`src/rtl/sa_act_feeder_if.sv`:
```
`timescale 1ns/1ps
// Upstream activation-vector stream into sa_act_feeder.
//   in_valid : producer has a vector on in_data
//   in_ready : feeder can accept a vector this cycle
//   in_data  : ROWS float32 elements, row r at [32r+31:32r]
//   in_last  : final vector of a tile, qualified by in_valid
// master = producer side, slave = feeder side.
interface sa_act_feeder_if #(
  parameter int unsigned ROWS = 4
);
  logic                 in_valid;
  logic                 in_ready;
  logic [32*ROWS-1:0]   in_data;
  logic                 in_last;

  modport master (
    output in_valid,
    output in_data,
    output in_last,
    input  in_ready
  );

  modport slave (
    input  in_valid,
    input  in_data,
    input  in_last,
    output in_ready
  );
endinterface

```
`src/rtl/sa_act_feeder.sv`:
```
`timescale 1ns/1ps
// Left-edge activation feeder for the float32 systolic array.
// Buffers ROWS-wide activation vectors in a small FIFO and presents them to the
// array's row inputs with a diagonal skew (row r lags row 0 by r issue cycles).
// Generates the array-wide PE enable and flushes the array with DRAIN zero
// vectors after the last vector of each tile, then pulses tile_done.
// Ports:
//   CLK       : clock, rising edge
//   RESET     : asynchronous active-low reset
//   up        : upstream vector stream (in_valid/in_ready/in_data/in_last)
//   hold      : stall; freezes pop, skew chains and drain counter
//   pe_en     : EN for every PE; high on issue cycles
//   act_out   : row r drives active_left of row r, column 0
//   tile_done : one-cycle pulse when a tile's flush completes
module sa_act_feeder #(
  parameter int unsigned ROWS  = 4,
  parameter int unsigned DEPTH = 4,
  parameter int unsigned DRAIN = 7
) (
  input  logic                CLK,
  input  logic                RESET,
  sa_act_feeder_if.slave      up,
  input  logic                hold,
  output logic                pe_en,
  output logic [32*ROWS-1:0]  act_out,
  output logic                tile_done
);

  localparam int unsigned AW = (DEPTH > 1) ? $clog2(DEPTH) : 1;
  localparam int unsigned CW = $clog2(DEPTH + 1);
  localparam int unsigned DW = $clog2(DRAIN + 1);

  localparam logic [1:0] StStream = 2'd0;
  localparam logic [1:0] StDrain  = 2'd1;
  localparam logic [1:0] StDone   = 2'd2;

  // FIFO storage (no reset needed: only entries below count_q are ever read)
  logic [32*ROWS-1:0] mem_data_q [DEPTH];
  logic               mem_last_q [DEPTH];

  logic [AW-1:0]      wr_ptr_q, rd_ptr_q;
  logic [CW-1:0]      count_q, count_d;
  logic [1:0]         state_q, state_d;
  logic [DW-1:0]      drain_cnt_q, drain_cnt_d;
  logic [31:0]        row0_q;

  logic               fifo_empty;
  logic               push, pop, issue;
  logic [32*ROWS-1:0] issue_vec;

  assign fifo_empty  = (count_q == '0);
  // No bypass: a full FIFO refuses a push even when it pops this cycle.
  assign up.in_ready = (count_q < CW'(DEPTH));
  assign push        = up.in_valid && up.in_ready;
  assign count_d     = count_q + CW'(push) - CW'(pop);

  always_comb begin
    issue       = 1'b0;
    pop         = 1'b0;
    issue_vec   = '0;
    tile_done   = 1'b0;
    state_d     = state_q;
    drain_cnt_d = drain_cnt_q;
    case (state_q)
      StStream: begin
        if (!hold && !fifo_empty) begin
          issue     = 1'b1;
          pop       = 1'b1;
          issue_vec = mem_data_q[rd_ptr_q];
          if (mem_last_q[rd_ptr_q]) begin
            state_d     = StDrain;
            drain_cnt_d = DW'(DRAIN);
          end
        end
      end
      StDrain: begin
        // Zero vectors push the tail of the tile through the array.
        if (!hold) begin
          issue       = 1'b1;
          drain_cnt_d = drain_cnt_q - DW'(1);
          if (drain_cnt_q == DW'(1)) begin
            state_d = StDone;
          end
        end
      end
      StDone: begin
        tile_done = 1'b1;
        state_d   = StStream;
      end
      default: state_d = StStream;
    endcase
  end

  assign pe_en = issue;

  always_ff @(posedge CLK or negedge RESET) begin
    if (!RESET) begin
      wr_ptr_q    <= '0;
      rd_ptr_q    <= '0;
      count_q     <= '0;
      state_q     <= StStream;
      drain_cnt_q <= '0;
      row0_q      <= '0;
    end else begin
      if (push) begin
        wr_ptr_q <= wr_ptr_q + AW'(1);
      end
      if (pop) begin
        rd_ptr_q <= rd_ptr_q + AW'(1);
      end
      count_q     <= count_d;
      state_q     <= state_d;
      drain_cnt_q <= drain_cnt_d;
      if (issue) begin
        row0_q <= issue_vec[31:0];
      end
    end
  end

  always_ff @(posedge CLK) begin
    if (push) begin
      mem_data_q[wr_ptr_q] <= up.in_data;
      mem_last_q[wr_ptr_q] <= up.in_last;
    end
  end

  // Row 0 follows the issued vector directly; between issues it holds the
  // last issued value so act_out stays stable while EN is low.
  assign act_out[31:0] = issue ? issue_vec[31:0] : row0_q;

  // Row r: r-stage chain, advanced only on issue, so row r in issue cycle j
  // carries the row-r element issued in cycle j-r.
  for (genvar r = 1; r < ROWS; r++) begin : g_skew
    logic [31:0] sh_q [r];

    always_ff @(posedge CLK or negedge RESET) begin
      if (!RESET) begin
        for (int k = 0; k < r; k++) begin
          sh_q[k] <= '0;
        end
      end else if (issue) begin
        sh_q[0] <= issue_vec[32*r +: 32];
        for (int k = 1; k < r; k++) begin
          sh_q[k] <= sh_q[k-1];
        end
      end
    end

    assign act_out[32*r +: 32] = sh_q[r-1];
  end

endmodule

```
`src/flat_wrapper.sv`:
```
// flat-port wrapper written by rule: the top's interface ports become plain ports
module sa_act_feeder_flat 
#(
  parameter int unsigned ROWS  = 4,
  parameter int unsigned DEPTH = 4,
  parameter int unsigned DRAIN = 7
)
  (CLK, RESET, hold, pe_en, act_out, tile_done, up_in_valid, up_in_data, up_in_last, up_in_ready);
  sa_act_feeder_if #(.ROWS(ROWS)) up_i ();
  input  logic CLK;
  input  logic RESET;
  input  logic hold;
  output logic pe_en;
  output logic [32*ROWS-1:0] act_out;
  output logic tile_done;
  input wire logic [$bits(up_i.in_valid)-1:0] up_in_valid;
  input wire logic [$bits(up_i.in_data)-1:0] up_in_data;
  input wire logic [$bits(up_i.in_last)-1:0] up_in_last;
  output wire logic [$bits(up_i.in_ready)-1:0] up_in_ready;
  assign up_i.in_valid = up_in_valid;
  assign up_i.in_data = up_in_data;
  assign up_i.in_last = up_in_last;
  assign up_in_ready = up_i.in_ready;
  sa_act_feeder #(.ROWS(ROWS), .DEPTH(DEPTH), .DRAIN(DRAIN)) u_core (.CLK(CLK), .RESET(RESET), .up(up_i), .hold(hold), .pe_en(pe_en), .act_out(act_out), .tile_done(tile_done));
endmodule
```
`config.mk`:
```
export PLATFORM = sky130hd
export DESIGN_NAME = sa_act_feeder_flat
export DESIGN_NICKNAME = d
export VERILOG_FILES = /design/src/rtl/sa_act_feeder_if.sv /design/src/rtl/sa_act_feeder.sv /design/src/flat_wrapper.sv
export SDC_FILE = /design/constraint.sdc
export NUM_CORES = 1
export LEC_CHECK = 0
export ABC_CLOCK_PERIOD_IN_PS = 5400
export CORE_MARGIN = 4
export CORE_UTILIZATION = 35
export CTS_CLUSTER_DIAMETER = 50
export DETAILED_ROUTE_END_ITERATION = 10
export GPL_ROUTABILITY_DRIVEN = 0
export PLACE_DENSITY = 0.51
export SLEW_MARGIN = 20
export SYNTH_ARGS = -nofsm -noshare
export SYNTH_HDL_FRONTEND = slang
export SYNTH_SLANG_ARGS = --single-unit
```
`constraint.sdc`:
```
create_clock -name CLK -period 5.4 [get_ports CLK]
set_input_delay 1.62 -clock CLK [delete_from_list [all_inputs] [get_ports CLK]]
set_output_delay 1.62 -clock CLK [all_outputs]
set_load 0.01 [all_outputs]
```
==> impl_metrics.tcl <==
set metrics [dict create \
    cts_root_buffer "sky130_fd_sc_hd__clkbuf_16" \
    achievable-frequency_mhz 190 \
    grt_setup_unrepaired "false" \
    grt_pass1_wl_um 95300 \
    die_w_um 290 \
    grt.overflow.total 0 \
    timing_hold_violations_final 0 \
    yosys-top-cells-area "sky130_fd_sc_hd__edfxtp_1 (56%), sky130_fd_sc_hd__dfrtp_1 (21%), sky130_fd_sc_hd__mux4_2 (10%), sky130_fd_sc_hd__a22o_1 (4.0%), sky130_fd_sc_hd__nand2_1 (3.9%)" \
    area_of_the_mapped_netlist_mm2 0.0279 \
    die_h_um 290 \
    timing.max_cap.violations 0 \
    route.vias.total 13805 \
    critical_path.most_common_cell "sky130_fd_sc_hd__clkdlybuf4s50_1" \
    synth_area_leader_cell "sky130_fd_sc_hd__edfxtp_1" \
    postCtsSetupBuffers 0 \
    worst_skew_pair.late_latency_ns 0.63 \
    grt_max_degree 99 \
    slew_viol_final 0 \
    num-nets-final 1892 \
    synth_edf_count 516 \
    detail_route.drc_violations 0 \
    path_clk_slew_ns 0.05 \
    path_max_fanout 12 \
    number_of_buffers_inserted_during_clock_tree_synthesis 94 \
    finalSetupViolations 0 \
    finish.utilization_pct 43.6 \
    clock_path_buffers 3 \
    power_leakage_nw 12.9 \
    timing.critical_path.slowest_cell_delay_ns 0.51 \
    ys_async_sr_fraction_pct 31.4 \
    postSynthNetCount 1642 \
    synth_cells 1500 \
    synthDistinctLibCells 36 \
    timing_worst_slew_pin_value_ns 0.979 \
    drt-vias-per-instance 4.79 \
    dp_hpwl_um 35100 \
    finalCritPeriodShare_pct 97.5 \
    numPortBuffers 263 \
    detailedRoute.firstIterationViolations 920 \
    critPathCaptureType "output port" \
    cells_along_the_critical_path "clkdlybuf4s50_1 > or3_4 > buf_4 > a22o_1 > clkdlybuf4s50_1" \
    fin_skew_ns 0.0106 \
    endpoint_arrival_time_on_the_critical_path_ns 3.65 \
    num_io_pins 264 \
    drt.antenna.violating_nets 0 \
    fin_crit_ns 5.27 \
    setup-tns-final_ns 0 \
    synthesis.area_per_instance_um2 18.6 \
    die-area_mm2 0.0842 \
    tritonroute_pass_1_iters 4 \
    grt_use_total_pct 14.8 \
    synth_top_cell_area_share_pct 55.6 \
    timing.critical_path.required_ns 3.78 \
    std_cell_rows 103 \
    drt-wirelength-per-cell_um 21.6 \
    initial_utilization_pct 35.3 \
    wirelength_um 62400 \
    power.density_cell_area_mw_per_mm2 525 \
    synth_sequential_area_ratio_pct 76.8 \
    status "finished clean" \
    worstSetupStartpointType "primary input" \
    multiInputGateArea_mm2 0.00551 \
    grt_pass1_vias 15091 \
    hold_path_class "reg -> reg" \
    proportion_of_layout_cells_with_a_drive_suffix_above_1_pct 17.9 \
    max_slew_margin_pct 34.7 \
    postSynth.topFlopCell "sky130_fd_sc_hd__edfxtp_1" \
    ys_ff_latch 752 \
    cp_slowest_cell "sky130_fd_sc_hd__clkdlybuf4s50_1" \
    area.growth.synth_to_final_pct 23.7 \
    ctsResizeCount 0 \
    cts_max_level 3 \
    filler_cell_count 6945 \
    antenna_found_initial 7 \
    tritoncts "built" \
    timing.setup.critical_path_class "in -> out" \
    cts_num_sinks 752 \
    yosysWarnings 0 \
    fp.coreArea_mm2 0.0790 \
    layout.area.seq_mm2 0.0214 \
    irDropWorstVdd_v 0.000248 \
    holdBufCountCts 0 \
]
cells in the final DEF, fill, tap and decap left out, types with 2 or more instances in the layout:
cell type,Yosys,layout
sky130_fd_sc_hd__nor2b_1,3,3
sky130_fd_sc_hd__nor3_1,3,3
sky130_fd_sc_hd__clkinv_4,0,8
sky130_fd_sc_hd__a22o_1,128,128
sky130_fd_sc_hd__nand2_1,290,290
sky130_fd_sc_hd__bufinv_16,0,7
sky130_fd_sc_hd__mux4_2,128,128
sky130_fd_sc_hd__inv_6,0,5
sky130_fd_sc_hd__clkbuf_8,0,8
sky130_fd_sc_hd__dfrtp_4,0,2
sky130_fd_sc_hd__clkbuf_16,0,95
sky130_fd_sc_hd__clkinv_2,0,10
sky130_fd_sc_hd__diode_2,0,2
sky130_fd_sc_hd__clkinv_1,0,8
sky130_fd_sc_hd__dfrtp_1,236,234
sky130_fd_sc_hd__clkinvlp_4,0,8
sky130_fd_sc_hd__inv_16,0,4
sky130_fd_sc_hd__ha_1,8,8
sky130_fd_sc_hd__o21ai_0,3,3
sky130_fd_sc_hd__mux2i_1,2,2
sky130_fd_sc_hd__buf_4,71,26
sky130_fd_sc_hd__inv_8,0,3
sky130_fd_sc_hd__edfxtp_1,516,516
sky130_fd_sc_hd__and2_4,0,4
sky130_fd_sc_hd__xnor2_1,3,3
sky130_fd_sc_hd__clkdlybuf4s50_1,0,262
sky130_fd_sc_hd__inv_1,10,10
sky130_fd_sc_hd__clkbuf_1,14,21
sky130_fd_sc_hd__buf_12,0,11
sky130_fd_sc_hd__xor2_1,2,2
sequential cells by signal, summed over array words and instances (netlist names):
name / cells
u_core.count_q: 3
u_core.mem_last_q: 4
u_core.state_q: 2
u_core.rd_ptr_q: 2
u_core.mem_data_q: 512
u_core.wr_ptr_q: 2
u_core.act_out: 64
u_core.drain_cnt_q: 3
u_core.row0_q: 32
u_core.g_skew.sh_q: 128
per-stage QoR:
stage / total power, mW / area (um^2) / hold slack, ns / std cells / setup WS, ns
3_5_place_dp: 12.2 / 31300 / 0.453 / 2704 / 0.0980
6_report: 18.1 / 34500 / 0.465 / 2883 / 0.134
4_1_cts: 18.5 / 34500 / 0.465 / 2881 / 0.0882
5_1_grt: 19.1 / 34500 / 0.486 / 2881 / 0.0443
3_3_place_gp: 12.1 / 31300 / 0.449 / 2704 / 0.147
2_1_floorplan: 10.6 / 27900 / 0.439 / 1500 / 1.12
final timing paths:
path / from / end / slack, ns / depth (start not counted)
max in group asynchronous: RESET / u_core.row0_q[12] / 3.30 / 2
min: u_core.g_skew[3].sh_q[57] / u_core.act_out[121] / 0.47 / 2
max reg2reg: u_core.state_q[0] / u_core.drain_cnt_q[2] / 2.27 / 8
min in group asynchronous: RESET / u_core.act_out[71] / 0.99 / 1
max: hold / act_out[24] / 0.13 / 5
min reg2reg: u_core.g_skew[3].sh_q[57] / u_core.act_out[121] / 0.47 / 2
critical path, delay by kind of cell:
kind	cells	cell delay [ns]
AOI/OAI and AO/OA	1	0.27
buffers and inverters	3	1.23
and+or+nand+nor	1	0.51
power by group:
group          total [mW]  leakage (nW)  internal, mW  switching [mW]
registers            7.84          7.91          7.31           0.532
clock network        6.20          1.52          3.74            2.47
logic                4.07          3.44          2.03            2.04
total                18.1          12.9          13.1            5.04
routing by layer:
metal  wire length [um]  part of all wire [%]  track usage [%]
met1              26700                    43             19.3
met2              30800                    49             24.6
met3               3600                   5.8             3.71
met4               1250                   2.0             4.40
met5                 59                 0.095                0
cells by family after synthesis:
kind of cell | Yosys count | share of synthesized area, %
DFF | 752 | 76.8
and+or+nand+nor | 309 | 4.37
buffers and inverters | 157 | 3.55
AOI/OAI and AO/OA | 137 | 4.26
muxes | 131 | 10.5
adders and majority gates | 9 | 0.431
xor gates and xnor gates | 5 | 0.157
final cells by class:
class / instances / share of cell area, %
antenna: 2 / 0.0145
clock buffer: 124 / 7.44
clock inverter: 53 / 1.68
inverter: 11 / 0.127
multi-input combinational: 591 / 16.0
sequential: 752 / 62.1
tap: 1050 / 3.81
timing repair buffer: 300 / 8.86
cells in the mapped netlist (2+ instances only):
master                     number
sky130_fd_sc_hd__edfxtp_1     516
sky130_fd_sc_hd__nand2_1      290
sky130_fd_sc_hd__dfrtp_1      236
sky130_fd_sc_hd__a22o_1       128
sky130_fd_sc_hd__mux4_2       128
sky130_fd_sc_hd__buf_4         71
sky130_fd_sc_hd__buf_2         48
sky130_fd_sc_hd__clkbuf_1      14
sky130_fd_sc_hd__buf_6         10
sky130_fd_sc_hd__inv_1         10
sky130_fd_sc_hd__ha_1           8
sky130_fd_sc_hd__and2_1         4
sky130_fd_sc_hd__buf_1          3
sky130_fd_sc_hd__nor2b_1        3
sky130_fd_sc_hd__nor3_1         3
sky130_fd_sc_hd__o21ai_0        3
sky130_fd_sc_hd__xnor2_1        3
sky130_fd_sc_hd__mux2i_1        2
sky130_fd_sc_hd__nor4_2         2
sky130_fd_sc_hd__xor2_1         2
Note: power is estimated with default switching activity, not from simulation.
